--- src/rtl/id_stage_if.sv ---
// id_stage_if: IF/ID inputs, write-back port and ID/EX outputs of the decode stage.
interface id_stage_if;
   logic [31:0] if_id_pc;
   logic [31:0] if_id_instruction;
   logic        if_id_valid;
   logic        flush;
   logic        hold;
   logic        wb_we;
   logic [4:0]  wb_rd;
   logic [31:0] wb_data;
   logic        stall;
   logic [31:0] id_ex_pc;
   logic [31:0] id_ex_rs1_data;
   logic [31:0] id_ex_rs2_data;
   logic [31:0] id_ex_imm;
   logic [4:0]  id_ex_rs1;
   logic [4:0]  id_ex_rs2;
   logic [4:0]  id_ex_rd;
   logic [2:0]  id_ex_funct3;
   logic [3:0]  id_ex_alu_op;
   logic [8:0]  id_ex_ctrl;
   logic        id_ex_valid;
   logic        id_ex_illegal;
   modport master (
      output if_id_pc, if_id_instruction, if_id_valid, flush, hold, wb_we, wb_rd, wb_data,
      input  stall, id_ex_pc, id_ex_rs1_data, id_ex_rs2_data, id_ex_imm, id_ex_rs1, id_ex_rs2,
             id_ex_rd, id_ex_funct3, id_ex_alu_op, id_ex_ctrl, id_ex_valid, id_ex_illegal
   );
   modport slave (
      input  if_id_pc, if_id_instruction, if_id_valid, flush, hold, wb_we, wb_rd, wb_data,
      output stall, id_ex_pc, id_ex_rs1_data, id_ex_rs2_data, id_ex_imm, id_ex_rs1, id_ex_rs2,
             id_ex_rd, id_ex_funct3, id_ex_alu_op, id_ex_ctrl, id_ex_valid, id_ex_illegal
   );
endinterface

--- src/rtl/id_stage.sv ---
// id_stage: RV32I decode with register file, load-use stall and ID/EX register.
// Define ID_WB_BYPASS_EN to forward same-cycle write-back data to operand reads.
module id_stage (
   input logic       clk,
   input logic       reset,
   id_stage_if.slave bus
);
   typedef struct packed {
      logic [31:0] pc;
      logic [31:0] rs1_data;
      logic [31:0] rs2_data;
      logic [31:0] imm;
      logic [4:0]  rs1;
      logic [4:0]  rs2;
      logic [4:0]  rd;
      logic [2:0]  funct3;
      logic [3:0]  alu_op;
      logic [8:0]  ctrl;
      logic        valid;
      logic        illegal;
   } idex_t;
   idex_t       ex_q, ex_d, dec;
   logic [31:0] rf_q [32];
   logic [31:0] ins, imm_i, imm_s, imm_b, imm_u, imm_j;
   logic [2:0]  f3;
   logic [3:0]  alu_f;
   logic        hazard;
   assign ins   = bus.if_id_instruction;
   assign f3    = ins[14:12];
   assign imm_i = {{20{ins[31]}}, ins[31:20]};
   assign imm_s = {{20{ins[31]}}, ins[31:25], ins[11:7]};
   assign imm_b = {{19{ins[31]}}, ins[31], ins[7], ins[30:25], ins[11:8], 1'b0};
   assign imm_u = {ins[31:12], 12'b0};
   assign imm_j = {{11{ins[31]}}, ins[31], ins[19:12], ins[20], ins[30:21], 1'b0};
   // funct7[5] selects SUB only for register-register ops; SRA for both forms
   assign alu_f = f3 == 3'd0 ? ((ins[6:0] == 7'h33 && ins[30]) ? 4'd1 : 4'd0) :
                  f3 == 3'd1 ? 4'd2 : f3 == 3'd2 ? 4'd3 : f3 == 3'd3 ? 4'd4 :
                  f3 == 3'd4 ? 4'd5 : f3 == 3'd5 ? (ins[30] ? 4'd7 : 4'd6) :
                  f3 == 3'd6 ? 4'd8 : 4'd9;
   always_comb begin
      dec        = '0;
      dec.pc     = bus.if_id_pc;
      dec.valid  = 1'b1;
      dec.funct3 = f3;
      case (ins[6:0])
         7'h37: begin dec.rd = ins[11:7]; dec.imm = imm_u; dec.alu_op = 4'd10; dec.ctrl = 9'h006; end
         7'h17: begin dec.rd = ins[11:7]; dec.imm = imm_u; dec.ctrl = 9'h007; end
         7'h6F: begin dec.rd = ins[11:7]; dec.imm = imm_j; dec.ctrl = 9'h087; end
         7'h67: begin dec.rd = ins[11:7]; dec.rs1 = ins[19:15]; dec.imm = imm_i; dec.ctrl = 9'h106; end
         7'h63: begin
            dec.rs1 = ins[19:15]; dec.rs2 = ins[24:20]; dec.imm = imm_b;
            dec.alu_op = 4'd1; dec.ctrl = 9'h040;
         end
         7'h03: begin dec.rd = ins[11:7]; dec.rs1 = ins[19:15]; dec.imm = imm_i; dec.ctrl = 9'h02E; end
         7'h23: begin dec.rs1 = ins[19:15]; dec.rs2 = ins[24:20]; dec.imm = imm_s; dec.ctrl = 9'h012; end
         7'h13: begin
            dec.rd = ins[11:7]; dec.rs1 = ins[19:15]; dec.imm = imm_i;
            dec.alu_op = alu_f; dec.ctrl = 9'h006;
         end
         7'h33: begin
            dec.rd = ins[11:7]; dec.rs1 = ins[19:15]; dec.rs2 = ins[24:20];
            dec.alu_op = alu_f; dec.ctrl = 9'h004;
         end
         7'h0F: ;
         default: dec.illegal = 1'b1;
      endcase
      dec.rs1_data = rf_q[dec.rs1];
      dec.rs2_data = rf_q[dec.rs2];
`ifdef ID_WB_BYPASS_EN
      if (bus.wb_we && bus.wb_rd != 5'd0 && bus.wb_rd == dec.rs1) dec.rs1_data = bus.wb_data;
      if (bus.wb_we && bus.wb_rd != 5'd0 && bus.wb_rd == dec.rs2) dec.rs2_data = bus.wb_data;
`endif
   end
   // unused source fields decode to index 0, so they never match a nonzero load rd
   assign hazard    = ex_q.valid && ex_q.ctrl[3] && ex_q.rd != 5'd0 && bus.if_id_valid &&
                      (ex_q.rd == dec.rs1 || ex_q.rd == dec.rs2);
   assign bus.stall = !reset && !bus.flush && (bus.hold || hazard);
   assign ex_d      = bus.flush ? '0 : bus.hold ? ex_q : (hazard || !bus.if_id_valid) ? '0 : dec;
   always_ff @(posedge clk or posedge reset) begin
      if (reset) begin
         ex_q <= '0;
         for (int i = 0; i < 32; i++) rf_q[i] <= '0;
      end else begin
         ex_q <= ex_d;
         if (bus.wb_we && bus.wb_rd != 5'd0) rf_q[bus.wb_rd] <= bus.wb_data;
      end
   end
   assign bus.id_ex_pc       = ex_q.pc;
   assign bus.id_ex_rs1_data = ex_q.rs1_data;
   assign bus.id_ex_rs2_data = ex_q.rs2_data;
   assign bus.id_ex_imm      = ex_q.imm;
   assign bus.id_ex_rs1      = ex_q.rs1;
   assign bus.id_ex_rs2      = ex_q.rs2;
   assign bus.id_ex_rd       = ex_q.rd;
   assign bus.id_ex_funct3   = ex_q.funct3;
   assign bus.id_ex_alu_op   = ex_q.alu_op;
   assign bus.id_ex_ctrl     = ex_q.ctrl;
   assign bus.id_ex_valid    = ex_q.valid;
   assign bus.id_ex_illegal  = ex_q.illegal;
endmodule
--- src/flat_wrapper.sv ---
// flat-port wrapper written by rule: the top's interface ports become plain ports
module id_stage_flat 
  (clk, reset, bus_if_id_pc, bus_if_id_instruction, bus_if_id_valid, bus_flush, bus_hold, bus_wb_we, bus_wb_rd, bus_wb_data, bus_stall, bus_id_ex_pc, bus_id_ex_rs1_data, bus_id_ex_rs2_data, bus_id_ex_imm, bus_id_ex_rs1, bus_id_ex_rs2, bus_id_ex_rd, bus_id_ex_funct3, bus_id_ex_alu_op, bus_id_ex_ctrl, bus_id_ex_valid, bus_id_ex_illegal);
  id_stage_if bus_i ();
  input logic clk;
  input logic reset;
  input wire logic [$bits(bus_i.if_id_pc)-1:0] bus_if_id_pc;
  input wire logic [$bits(bus_i.if_id_instruction)-1:0] bus_if_id_instruction;
  input wire logic [$bits(bus_i.if_id_valid)-1:0] bus_if_id_valid;
  input wire logic [$bits(bus_i.flush)-1:0] bus_flush;
  input wire logic [$bits(bus_i.hold)-1:0] bus_hold;
  input wire logic [$bits(bus_i.wb_we)-1:0] bus_wb_we;
  input wire logic [$bits(bus_i.wb_rd)-1:0] bus_wb_rd;
  input wire logic [$bits(bus_i.wb_data)-1:0] bus_wb_data;
  output wire logic [$bits(bus_i.stall)-1:0] bus_stall;
  output wire logic [$bits(bus_i.id_ex_pc)-1:0] bus_id_ex_pc;
  output wire logic [$bits(bus_i.id_ex_rs1_data)-1:0] bus_id_ex_rs1_data;
  output wire logic [$bits(bus_i.id_ex_rs2_data)-1:0] bus_id_ex_rs2_data;
  output wire logic [$bits(bus_i.id_ex_imm)-1:0] bus_id_ex_imm;
  output wire logic [$bits(bus_i.id_ex_rs1)-1:0] bus_id_ex_rs1;
  output wire logic [$bits(bus_i.id_ex_rs2)-1:0] bus_id_ex_rs2;
  output wire logic [$bits(bus_i.id_ex_rd)-1:0] bus_id_ex_rd;
  output wire logic [$bits(bus_i.id_ex_funct3)-1:0] bus_id_ex_funct3;
  output wire logic [$bits(bus_i.id_ex_alu_op)-1:0] bus_id_ex_alu_op;
  output wire logic [$bits(bus_i.id_ex_ctrl)-1:0] bus_id_ex_ctrl;
  output wire logic [$bits(bus_i.id_ex_valid)-1:0] bus_id_ex_valid;
  output wire logic [$bits(bus_i.id_ex_illegal)-1:0] bus_id_ex_illegal;
  assign bus_i.if_id_pc = bus_if_id_pc;
  assign bus_i.if_id_instruction = bus_if_id_instruction;
  assign bus_i.if_id_valid = bus_if_id_valid;
  assign bus_i.flush = bus_flush;
  assign bus_i.hold = bus_hold;
  assign bus_i.wb_we = bus_wb_we;
  assign bus_i.wb_rd = bus_wb_rd;
  assign bus_i.wb_data = bus_wb_data;
  assign bus_stall = bus_i.stall;
  assign bus_id_ex_pc = bus_i.id_ex_pc;
  assign bus_id_ex_rs1_data = bus_i.id_ex_rs1_data;
  assign bus_id_ex_rs2_data = bus_i.id_ex_rs2_data;
  assign bus_id_ex_imm = bus_i.id_ex_imm;
  assign bus_id_ex_rs1 = bus_i.id_ex_rs1;
  assign bus_id_ex_rs2 = bus_i.id_ex_rs2;
  assign bus_id_ex_rd = bus_i.id_ex_rd;
  assign bus_id_ex_funct3 = bus_i.id_ex_funct3;
  assign bus_id_ex_alu_op = bus_i.id_ex_alu_op;
  assign bus_id_ex_ctrl = bus_i.id_ex_ctrl;
  assign bus_id_ex_valid = bus_i.id_ex_valid;
  assign bus_id_ex_illegal = bus_i.id_ex_illegal;
  id_stage u_core (.clk(clk), .reset(reset), .bus(bus_i));
endmodule
--- config.mk ---
export PLATFORM = sky130hd
export DESIGN_NAME = id_stage_flat
export DESIGN_NICKNAME = d
export VERILOG_FILES = /design/src/rtl/id_stage_if.sv /design/src/rtl/id_stage.sv /design/src/flat_wrapper.sv
export SDC_FILE = /design/constraint.sdc
export NUM_CORES = 2
export LEC_CHECK = 0
export ABC_AREA = 1
export BUFFER_PORTS_ARGS = -buffer_cell sky130_fd_sc_hd__buf_2
export CAP_MARGIN = 5
export CORE_ASPECT_RATIO = 0.9
export CORE_MARGIN = 4
export CORE_UTILIZATION = 63
export CTS_BUF_LIST = sky130_fd_sc_hd__clkbuf_4 sky130_fd_sc_hd__clkbuf_8 sky130_fd_sc_hd__clkbuf_16
export DETAILED_ROUTE_END_ITERATION = 6
export MAX_ROUTING_LAYER = met4
export PLACE_DENSITY = 0.8
export SLEW_MARGIN = 30
export SYNTH_ARGS = -nofsm -noshare
export SYNTH_HDL_FRONTEND = slang
export SYNTH_SLANG_ARGS = --single-unit
--- constraint.sdc ---
create_clock -name clk -period 42.9 [get_ports clk]
set_clock_uncertainty 0.1 [all_clocks]
set_input_delay 4.29 -clock clk [delete_from_list [all_inputs] [get_ports clk]]
set_output_delay 4.29 -clock clk [all_outputs]
set_load 0.02 [all_outputs]
* Yosys cells after proc, flatten, opt, wreduce, memory -nomap -nowiden *
Index checks and enable logic that the tools add are counted.

word-level totals
  register bits = 1185
  bits in latches = 0
  bits in writable memories = 0
  memory bits (read-only) = 0
  output and inout port bits = 162
  logic and storage cells = 124
  memories = 0

cells by class
  add/sub/neg operators = 0
  multiply operators = 0
  div/mod/pow operators = 0
  order comparisons = 4
  equality and inequality tests = 19
  shift operators = 0
  muxes and demuxes = 28
  bitwise gates (word level) = 3
  reductions and logical operators = 26

operators with widths
  operator            count
  $bwmux 1024         1
  $mux 161            3
  $bmux 32 s5         2
  $demux 32 s5        1
  $mux 32             5
  $pmux 32 s5         1
  $pmux 9 s8          1
  $mux 4              6
  $eq 7x6->1 const B  3
  $eq 7x7->1 const B  3
  $ge 6x6->1 const B  3
  $not 5->6           3
  $mux 5              3
  $eq 7x5->1 const B  2
  $pmux 4 s3          1
  $eq 5x5->1          2
  $reduce_bool 5->1   2
  $reduce_or 10->1    1
  $eq 3x3->1 const B  3
  $logic_and 1x1->1   9
  $eq 7x2->1 const B  1
  $eq 7x4->1 const B  1
  $reduce_or 7->1     1
  $eq 3x2->1 const B  2
  10 further kinds    20

* Logic depth before layout (Yosys ltp) *
  depth in word-level cells = 12
  depth in mapped cells = 19
  depth with buffers taken out = 17

* Least setup slack after synthesis *
Ideal clock, no wire load.

  kind = input -> output
  start point = input port bus_if_id_instruction[4]
  end point = output port bus_stall
  arrival time = 5.772 ns
  data required time = 38.510 ns
  setup slack = 32.738 ns
  stages on the path = 13
  cells stage by stage = inv_1 -> nor2_2 -> nand2_1 -> a21oi_2 -> nand2_1 -> xor2_1 -> nor2_1 -> nand3_1 -> nand2_1 -> nand2_2 -> nand2_1 -> nand2_1 -> nor2_1

between the ends
  word-level cells in the longest chain between the ends = 8
  elaborated cells between the ends (all ways) = 16
  those cells by class = 8 x eq/ne; 2 x mux; 6 x reduce/logical

ends and longest elaborated chain
  what                                                                        RTL line            RTL
  start, declared                                                             flat_wrapper.sv:8   input wire logic [$bits(bus_i.if_id_instruction)-1:0] bus_if_id_instruction;
  $eq 7x7->1, or another cell as far along                                    id_stage.sv:45      case (ins[6:0])
  $reduce_or 6->1 (no source line) / $reduce_or 3->1 (equally long branches)  --
  $mux 5                                                                      id_stage.sv:45
  $eq 5x5->1                                                                  id_stage.sv:76      (ex_q.rd == dec.rs1 || ex_q.rd == dec.rs2);
  $logic_or 1x1->1 (*)                                                        id_stage.sv:76
  $logic_and 1x1->1 (*)                                                       id_stage.sv:75      assign hazard = ex_q.valid && ex_q.ctrl[3] && ex_q.rd != 5'd0 && bus.if_id_valid &&
  $logic_or 1x1->1 (*)                                                        id_stage.sv:77      assign bus.stall = !reset && !bus.flush && (bus.hold || hazard);
  $logic_and 1x1->1 (*)                                                       id_stage.sv:77
  end, declared                                                               flat_wrapper.sv:15  output wire logic [$bits(bus_i.stall)-1:0] bus_stall;

Mark *: on every way between the ends. The rest lies on a longest branch, timed or not.

* Worst setup path in the final report *
  start point = input port bus_if_id_instruction[3]
  end point = output port bus_stall

Same word-level chain as after synthesis.

==> impl_metrics.csv <==
group,metric,value,unit
clock_tree,worst_skew_pair.late_latency,0.74,ns
synth,synth_cell_types,31,
placed_design,port_buffers,268,
worst_setup_path,worstPathCellList,"buf_2 -> inv_1 -> nand2_1 -> nor2_1 -> nand2_1 -> nand4_4 -> buf_4 -> nand2_8 -> nand2_1 -> nand2_1 -> nor2_1 -> nand3_1 -> nand2_1 -> nand2_2 -> nand2_1 -> nand2_1 -> nor2_1 -> buf_2",
route,finalWirelength,240000,microns
layout,nNetsFinal,8512,
floorplan,initial_core_util,63.5,%
route,drt_iter0_drc,11200,
worst_setup_path,setup.worst_path.end_class,"output pin",
clock_tree,cts_tree,"built",
sta,hold_viol_final,0,
worst_setup_path,start_kind,"input port",
worst_hold_path,hold_class,"flop to flop",
synth,synth.ff_latch_count,1184,
layout,area_delta_synth_final,8.35,%
route,drc_errors,8,
clock_tree,cts_setup_buffers,0,
clock_tree,clock-sinks,1184,
power_and_ir_drop,power.density,44.5,nW/um^2
worst_setup_path,worst-path-max-fanout,104,
global_routing,antenna_found_initial,15,
worst_setup_path,arrival,7.67,ns
floorplan,die_y,306,microns
sta,drv_slew,0,
floorplan,core-area,98200,sq um
sta,worst_pin_slew,1.09,ns
worst_setup_path,crit_path_max_incr_delay,0.72,ns
worst_hold_path,hp-start,"u_core.rf_q[1001]$_DFFE_PP0P_",
power_and_ir_drop,power,3.00,mW
clock_tree,ctsHoldBuffers,0,
power_and_ir_drop,vdd_drop_max,39.1,uV
clock_tree,clock-root-buffer,"clkbuf_16",
sta,max_freq,82.9,MHz
synth,postSynthCellCount,8689,
worst_setup_path,critPathRequiredTime,38.51,ns
clock_tree,cts-resized-gates,0,
sta,finalSetupTns,0,ns
global_routing,grt_pass1_vias,60300,
worst_setup_path,r2r-start,"u_core.bus.id_ex_rd[3]$_DFFE_PP0P_",
placed_design,place_area,63100,sq um
global_routing,grt_max_degree,217,
layout,drive_gt1_share,7.91,%
synth,yosysTopAreaCell,"dfrtp_1",
floorplan,rows,109,
placed_design,gp_congestion,0.971,
power_and_ir_drop,p_leak,32.0,nW
sta,hold_slack,0.304,ns
worst_setup_path,crit_type,"input port to output pin",
synth,synth_area_leaders,"dfrtp_1, nand2_1, nand3_1, o21ai_0, clkbuf_1",
route,viasPerCell,6.56,
floorplan,io-pin-count,269,
synth,ys_async_sr_fraction,100,%
synth,synth_top_flop_cell,"dfrtp_1",
clock_tree,path_clk_slew,0.06,ns
run_status,violations,"DRC",
synth,synth.avg_cell_area,7.17,sq um
sta,maxSlewHeadroom,27.2,%
global_routing,grt.overflow.total,0,
global_routing,grtUsageTotal,46.2,%
worst_setup_path,path_buf_inv,4,
floorplan,dieArea,104000,sq um
global_routing,grt_pass1_wl,361000,microns
synth,synth_edf_count,0,
run_status,status,"finished with violations",
worst_setup_path,critPathMostFrequentCell,"nand2_1",
worst_setup_path,cp_top_family,"simple AND/OR/NAND/NOR gates",
route,vias,64300,
synth,syn-num-nets,8796,
clock_tree,htree_levels,3,
placed_design,place_hpwl,127000,microns
route,wire_per_inst,24.5,microns
worst_setup_path,critPathLaunch,"bus_if_id_instruction[3]",
route,antenna_left,0,
sta,finalWorstPathRequiredPeriod,12.06,ns
synth,ys_seq_area_share,47.5,%
synth,synth_top_area_share,47.5,%
sta,setup-violations-final,0,
synth,synthesis.area,62300,sq um
route,firstDrtPassIters,7,
job,drv_cap,0,
clock_tree,cts-buffers-inserted,121,
sta,fin_crit_sh,28.1,%
layout,design_area,67500,sq um
floorplan,die_w,340,microns
synth,yosysWarnings,0,
clock_tree,cts_buffer_depth,3,
worst_setup_path,cp_slowest_cell,"buf_4",
sta,rsz0062_at_grt,"no",
[cells in the final DEF, fill, tap and decap left out, types with 2 or more instances in the layout]
cell type / instances
clkinv_2: 33
inv_8: 6
o21ai_1: 2
bufinv_16: 9
buf_12: 7
xor2_1: 4
clkinvlp_4: 6
dfrtp_1: 1184
inv_6: 3
nor2_4: 5
nand2_1: 3284
nand4_1: 4
buf_6: 15
inv_1: 127
clkbuf_16: 127
o21ai_0: 921
o22ai_1: 5
nand2_8: 2
buf_4: 88
buf_16: 3
nand2_4: 6
o21bai_1: 9
clkbuf_4: 20
buf_2: 267
nor2_2: 2
nand2_2: 31
nor2_1: 158
clkbuf_8: 31
nand3_1: 1906
o211ai_1: 68
nor3_1: 14
inv_2: 4
a21oi_1: 146
diode_2: 11
[sequential cells by signal, summed over array words and instances, names as in the netlist]
name / count
u_core.bus.id_ex_rs2: 5
u_core.bus.id_ex_rs1_data: 32
u_core.bus.id_ex_funct3: 3
u_core.bus.id_ex_rs2_data: 32
u_core.bus.id_ex_ctrl: 8
u_core.rf_q: 1024
u_core.bus.id_ex_rd: 5
u_core.bus.id_ex_imm: 32
u_core.bus.id_ex_valid: 1
u_core.bus.id_ex_illegal: 1
u_core.bus.id_ex_alu_op: 4
u_core.bus.id_ex_pc: 32
u_core.bus.id_ex_rs1: 5
[layer usage]
metal	up-vias	track usage [%]	part of all wire, %	wire length (microns)
met1	29800	58.3	35	84800
met4	0	25.8	6.9	16600
met2	5265	66.2	42	99500
met5	-	-	0	0
met3	1205	15.0	16	38700
li1	28100	-	-	-
[synthesized netlist by cell type, types with 2 or more instances]
cell type     n
nand3_1    1906
clkinv_1      2
dfrtp_1    1184
buf_2       200
xor2_1        4
o21bai_1      9
nand2_1    3317
inv_1       133
o21ai_1       2
nor2_2        2
nor3_1       15
buf_6        11
inv_2         7
clkbuf_1    525
nand4_1       4
buf_1        43
o22ai_1       5
buf_4         8
nand2_2       6
a21oi_1     146
o211ai_1     68
nor2_1      163
o21ai_0     921
[power breakdown]
part | switching [mW] | leakage (nW) | total [mW] | internal, mW
sequential | 0.144 | 15.4 | 1.45 | 1.30
combinational | 0.263 | 14.5 | 0.432 | 0.169
clock | 0.465 | 2.14 | 1.12 | 0.658
[through the flow]
step / std cells / setup slack, ns / util (%)
4_1_cts: 9781 / 30.99 / 68.6
2_1_floorplan: 8689 / 5.16 / -
6_report: 9796 / 30.84 / 68.8
3_3_place_gp: 9553 / 30.97 / 64.2
3_5_place_dp: 9554 / 31.01 / 64.2
5_1_grt: 9795 / 30.77 / 68.8
[final timing paths]
check / cells after the start / end / slack [ns]
setup / recovery: 18 / bus_stall / 30.84
hold / removal: 0 / u_core.rf_q[1001]$_DFFE_PP0P_ / 0.30
setup reg to reg: 13 / u_core.bus.id_ex_rs2_data[12]$_DFFE_PP0P_ / 39.54
hold reg to reg: 0 / u_core.rf_q[1001]$_DFFE_PP0P_ / 0.30
max in group asynchronous: 6 / u_core.rf_q[287]$_DFFE_PP0P_ / 35.39
min in group asynchronous: 2 / u_core.bus.id_ex_imm[9]$_DFFE_PP0P_ / 3.56
[worst reg2reg max path: stages, from the launching register on]
cell     delay (ns)
dfrtp_1        0.48
inv_1          0.20
nand3_1        0.11
nand2_1        0.14
nor2_1         0.07
nand3_1        0.07
nand2_1        0.10
nand2_2        0.13
nand3_2        0.06
buf_4          0.26
inv_4          0.49
buf_6          0.71
nand2_1        0.27
nand2_1        0.11
[final cells by class]
| class | instances | area, sq um |
|---|---|---|
| fill | 8117 | 30700 |
| clock inverter | 49 | 499 |
| inverter | 142 | 593 |
| antenna | 11 | 27.5 |
| tap | 1276 | 1600 |
| timing repair buffer | 380 | 2390 |
| clock buffer | 178 | 3750 |
| sequential | 1184 | 29600 |
| multi-input combinational | 6576 | 29000 |
[logic make-up (layout without fill, tap and decap cells)]
group,count (synthesis),in the layout,synth area share [%]
XOR/XNOR,5,5,0.0703
AO/OA/AOI/OAI,1154,1154,9.61
flip-flops,1184,1184,47.5
buffers and inverters,929,749,6.18
AND/OR/NAND/NOR,5417,5417,36.6
other,0,11,0
(Power assumes the default switching activity.)
